File: config.mk
export PLATFORM = sky130hd
export DESIGN_NAME = player_projectile
export DESIGN_NICKNAME = d
export VERILOG_FILES = /design/src/rtl/game_pkg.sv /design/src/rtl/player_projectile.sv
export SDC_FILE = /design/constraint.sdc
export NUM_CORES = 1
export LEC_CHECK = 0
export ABC_AREA = 1
export BUFFER_PORTS_ARGS = -buffer_cell sky130_fd_sc_hd__buf_2
export CAP_MARGIN = 5
export CORE_MARGIN = 2
export CORE_UTILIZATION = 56
export DETAILED_ROUTE_END_ITERATION = 12
export PLACE_DENSITY = 0.89
export SLEW_MARGIN = 25
export SYNTH_ARGS = -nofsm -noshare
export SYNTH_HDL_FRONTEND = slang
export SYNTH_SLANG_ARGS = --single-unit
File: constraint.sdc
create_clock -name clk -period 2 [get_ports clk]
set_clock_uncertainty 0.15 [all_clocks]
set_input_delay 0.3 -clock clk [delete_from_list [all_inputs] [get_ports clk]]
set_output_delay 0.3 -clock clk [all_outputs]
set_load 0.01 [all_outputs]
File: src/rtl/game_pkg.sv
// Shared game constants and types used by the projectile controller and collisions.
package game_pkg;

    localparam int SCREEN_W             = 1024;
    localparam int SCREEN_H             = 768;

    localparam int PLAYER_YPOS          = 700;
    localparam int PLAYER_WIDTH         = 64;
    localparam int PROJECTILE_WIDTH     = 16;
    localparam int PROJECTILE_HEIGHT    = 32;

    localparam int PROJ_SPEED           = 8;
    localparam int PROJ_TOP_LIMIT       = 0;
    localparam int PROJ_COOLDOWN_FRAMES = 15;

    typedef enum logic [1:0] {
        IDLE     = 2'd0,
        FLYING   = 2'd1,
        COOLDOWN = 2'd2
    } projectile_state_t;

    // Bullet left edge centred on the player cannon, wrapping mod 4096.
    function automatic logic [11:0] launch_xpos(input logic [11:0] player_x,
                                                input int player_w,
                                                input int proj_w);
        return player_x + 12'((player_w - proj_w) / 2);
    endfunction

endpackage

File: src/rtl/player_projectile.sv
// Player bullet controller: launches on fire, climbs SPEED px per frame,
// retires on bullet_hit or at the screen top, then waits COOLDOWN_FRAMES.
// Build option: define PROJECTILE_AUTOFIRE_EN to launch on fire level
// instead of a rising edge.
module player_projectile #(
    parameter int PLAYER_YPOS       = game_pkg::PLAYER_YPOS,
    parameter int PLAYER_WIDTH      = game_pkg::PLAYER_WIDTH,
    parameter int PROJECTILE_WIDTH  = game_pkg::PROJECTILE_WIDTH,
    parameter int PROJECTILE_HEIGHT = game_pkg::PROJECTILE_HEIGHT,
    parameter int SPEED             = game_pkg::PROJ_SPEED,
    parameter int TOP_LIMIT         = game_pkg::PROJ_TOP_LIMIT,
    parameter int COOLDOWN_FRAMES   = game_pkg::PROJ_COOLDOWN_FRAMES
) (
    input  logic        clk,
    input  logic        rst,
    input  logic        frame_tick,
    input  logic        fire,
    input  logic [11:0] player_xpos,
    input  logic        bullet_hit,
    output logic [11:0] projectile_xpos,
    output logic [11:0] projectile_ypos,
    output logic        bullet_active,
    output logic        shot_fired
);
    import game_pkg::*;

    localparam logic [11:0] LAUNCH_Y = 12'(PLAYER_YPOS - PROJECTILE_HEIGHT);
    localparam logic [11:0] SPEED_Y  = 12'(SPEED);
    // Any ypos below this would step past TOP_LIMIT, so the bullet retires instead.
    localparam logic [11:0] RETIRE_Y = 12'(TOP_LIMIT + SPEED);
    localparam logic [15:0] CD_LIMIT = 16'(COOLDOWN_FRAMES);

    projectile_state_t state_q, state_d;
    logic [11:0]       xpos_q, xpos_d;
    logic [11:0]       ypos_q, ypos_d;
    logic              active_q, active_d;
    logic              shot_q, shot_d;
    logic [15:0]       cnt_q, cnt_d;
    logic              fire_hist_q, fire_hist_d;
    logic              launch_req;

`ifdef PROJECTILE_AUTOFIRE_EN
    assign launch_req = fire;
`else
    assign launch_req = fire & ~fire_hist_q;
`endif

    // Next-state and next-output logic for the launch / flight / cooldown cycle.
    always_comb begin
        state_d     = state_q;
        xpos_d      = xpos_q;
        ypos_d      = ypos_q;
        active_d    = active_q;
        shot_d      = 1'b0;
        cnt_d       = cnt_q;
        fire_hist_d = fire;
        case (state_q)
            IDLE: begin
                active_d = 1'b0;
                if (launch_req) begin
                    xpos_d   = launch_xpos(player_xpos, PLAYER_WIDTH, PROJECTILE_WIDTH);
                    ypos_d   = LAUNCH_Y;
                    active_d = 1'b1;
                    shot_d   = 1'b1;
                    state_d  = FLYING;
                end
            end
            FLYING: begin
                if (bullet_hit) begin
                    active_d = 1'b0;
                    cnt_d    = 16'd0;
                    state_d  = COOLDOWN;
                end else if (frame_tick) begin
                    if (ypos_q < RETIRE_Y) begin
                        active_d = 1'b0;
                        cnt_d    = 16'd0;
                        state_d  = COOLDOWN;
                    end else begin
                        ypos_d = ypos_q - SPEED_Y;
                    end
                end
            end
            COOLDOWN: begin
                active_d = 1'b0;
                if (cnt_q == CD_LIMIT) begin
                    state_d = IDLE;
                end else if (frame_tick) begin
                    cnt_d = cnt_q + 16'd1;
                end
            end
            default: begin
                active_d = 1'b0;
                state_d  = IDLE;
            end
        endcase
    end

    // State and registered outputs; reset parks the bullet at the origin.
    always_ff @(posedge clk) begin
        if (rst) begin
            state_q     <= IDLE;
            xpos_q      <= 12'd0;
            ypos_q      <= 12'd0;
            active_q    <= 1'b0;
            shot_q      <= 1'b0;
            cnt_q       <= 16'd0;
            fire_hist_q <= 1'b0;
        end else begin
            state_q     <= state_d;
            xpos_q      <= xpos_d;
            ypos_q      <= ypos_d;
            active_q    <= active_d;
            shot_q      <= shot_d;
            cnt_q       <= cnt_d;
            fire_hist_q <= fire_hist_d;
        end
    end

    assign projectile_xpos = xpos_q;
    assign projectile_ypos = ypos_q;
    assign bullet_active   = active_q;
    assign shot_fired      = shot_q;

endmodule

==> flow_summary.json <==
{
  "outcome": "completed",
  "busiest_layer": "met2",
  "worst_skew_pair.late_latency_ns": 0.30,
  "drt-initial-drc-count": 225,
  "wire_per_inst_um": 12.2,
  "setup_violations": 0,
  "synth_top_cells_by_area": "dfxtp_1 34%, nand2_1 12%, nor2_1 11%",
  "ctsLongestPathBuffers": 2,
  "syn_area_mm2": 0.00256,
  "synth-edff-count": 0,
  "cp-start-kind": "register",
  "ant_nets": 0,
  "chipWidth_um": 71.7,
  "fill_cells": 340,
  "synth_top_area_share_pct": 33.6,
  "numCtsBuffers": 5,
  "ys_seq_area_share_pct": 33.6,
  "post-route-util_pct": 66.6,
  "cts-hold-fix-buffers": 0,
  "netlist-cell-type-count": 33,
  "dp.cells": 463,
  "initial_core_util_pct": 58.5,
  "power_density_mw_per_mm2": 721,
  "dr_total_vias": 2526,
  "core-area_mm2": 0.00438,
  "cts-htree-levels": 2,
  "nNetsFinal": 440,
  "n_antenna_cell": 0,
  "crit_chain": "ha_1 -> nand2_2 -> inv_2 -> nand2_2 -> nor2_1 -> nand2_1 -> nand3_4 -> buf_12 -> nand3_1 -> a21oi_2",
  "antenna_found_initial": 0,
  "ys_warn_count": 0,
  "cp_common_cell": "nand2_2",
  "min_period_ns": 1.91,
  "drc": 0,
  "vdd_drop_max_uv": 576,
  "synth_ff_type": "dfxtp_1",
  "max_freq_ghz": 0.524,
  "ys_seq_elements": 43,
  "grt_pass1_vias": 2330,
  "wl_mm": 5.78,
  "grt_util_met1_pct": 27.8,
  "hpwl_mm": 4.02,
  "worstPathArrival_ns": 1.99,
  "worst_hold_slack_ns": 0.0470,
  "critPathCaptureType": "register",
  "slew_viol_final": 0,
  "layout-drive-gt1-share_pct": 21.6,
  "synth.avg_cell_area_um2": 6.73,
  "fin_crit_sh_pct": 95.5,
  "port_buffers": 40,
  "final_cells": 473,
  "synthMostInstantiatedCell": "nand2_1",
  "pin_count": 43,
  "clk_pin_slew_worst_paths_ns": 0.08,
  "grt_use_met3_pct": 4.92,
  "finalHoldViolations": 0,
  "root_buffer": "clkbuf_8",
  "hold_path.class": "input pin to register",
  "worstSetupPathType": "register to register",
  "gp_congestion": 0.882,
  "synth_commonest_cells": "81 x nand2_1, 78 x nor2_1, 43 x dfxtp_1, 31 x inv_1, 30 x nand3_1",
  "max-cap-violations": 0,
  "num_rows": 24,
  "grt_pass1_wl_mm": 9.62,
  "die_y_um": 71.7,
  "leakage_nw": 1.25,
  "slowest_delay_ns": 0.40,
  "cp_slowest_cell": "dfxtp_1",
  "async_reset_ff_share_pct": 0,
  "ctsResizeCount": 0,
  "met2_usage_pct": 39.8,
  "globalRoute.totalOverflow": 0,
  "grtUsageTotal_pct": 22.8,
  "cts_tree": "built",
  "cts.sinks": 43,
  "grt_max_degree": 20,
  "syn2layout_area_growth_pct": 13.8,
  "first_pass_iters": 5,
  "worstPathMaxFanout": 8,
  "critPathRequiredTime_ns": 2.08,
  "via_per_inst": 5.34,
  "synth_top_cell_by_area": "dfxtp_1",
  "postSynthCellCount": 381,
  "dieArea_mm2": 0.00514
}
[worst max-delay path: cells and delay by family, from the launching register on]
family | cells | cell delay, ns
flip-flops | 1 | 0.40
adder cells (fa/ha/maj) | 1 | 0.26
AO/OA/AOI/OAI | 1 | 0.15
buffers and inverters | 2 | 0.23
AND/OR/NAND/NOR | 6 | 0.66
[registers in the layout, summed over array words and instances (netlist names)]
register	cells
projectile_ypos	10
fire_hist_q	1
bullet_active	1
state_q	2
cnt_q	16
shot_fired	1
projectile_xpos	12
[path summary, 6_finish.rpt]
kind	from	to	slack [ns]	depth (start not counted)
setup / recovery	cnt_q[0]$_SDFFE_PP0P_	cnt_q[11]$_SDFFE_PP0P_	0.09	10
hold / removal	player_xpos[3]	projectile_xpos[3]$_SDFFE_PP0P_	0.05	2
setup reg to reg	cnt_q[0]$_SDFFE_PP0P_	cnt_q[11]$_SDFFE_PP0P_	0.09	10
hold reg to reg	projectile_ypos[2]$_SDFFE_PP0P_	projectile_ypos[2]$_SDFFE_PP0P_	0.33	2
[power by group]
part	switching, mW	total [mW]	internal (mW)
Combinational	0.304	0.481	0.177
Sequential	0.0357	0.945	0.910
Clock	0.306	0.678	0.372
[kinds of logic (layout without fill, tap and decap cells)]
family	count (synthesis)	after routing	share of synthesized area, %
other	1	2	0.146
adder cells (fa/ha/maj)	3	3	1.46
flip-flops	43	43	33.6
AND/OR/NAND/NOR	226	226	40.9
XOR/XNOR	12	12	4.10
AO/OA/AOI/OAI	47	47	11.1
buffers and inverters	49	88	8.69
[cell type report]
type | count | area [um2] | share of cell area (%)
multi-input combinational | 290 | 1480 | 50.9
sequential | 43 | 861 | 29.5
timing repair buffer | 45 | 263 | 9.01
inverter | 35 | 133 | 4.55
clock buffer | 5 | 68.8 | 2.36
tap | 52 | 65.1 | 2.23
clock inverter | 3 | 43.8 | 1.50
[cells in the final DEF (no fill, tap or decap), types with 3 or more instances in the layout]
master | synthesis | final
a21oi_1 | 18 | 18
a21oi_2 | 10 | 10
buf_2 | 2 | 40
buf_4 | 3 | 3
clkbuf_8 | 0 | 5
dfxtp_1 | 43 | 43
ha_1 | 3 | 3
inv_1 | 31 | 31
inv_2 | 3 | 3
nand2_1 | 81 | 81
nand2_2 | 15 | 15
nand3_1 | 30 | 30
nand3b_1 | 3 | 3
nand4_1 | 7 | 7
nor2_1 | 78 | 78
nor3_1 | 3 | 3
o21ai_0 | 13 | 13
xnor2_1 | 4 | 4
xor2_1 | 8 | 8
[timing repair]
action,in CTS,in global routing
setup buffers,0,2
hold endpoints to repair,0,0
endpoints found under the setup margin,0,16
[metrics by stage]
step	TNS [ns]	setup WS [ns]	power, mW	area [um2]
after floorplan	0	0.306	1.32	2570
after global placement	0	0.206	1.41	2770
after detailed placement	0	0.129	1.43	2770
after CTS	0	0.109	2.11	2880
after global routing	-0.460	-0.0589	2.22	2920
final	0	0.0900	2.10	2920
[metal layers]
layer  vias to the layer above  share of wire, %
met5                         -                 0
met4                         0               1.8
met3                        13               6.0
met2                        89                49
met1                      1141                43
li1                       1283                 -
Power figures use the tool's default switching activity.
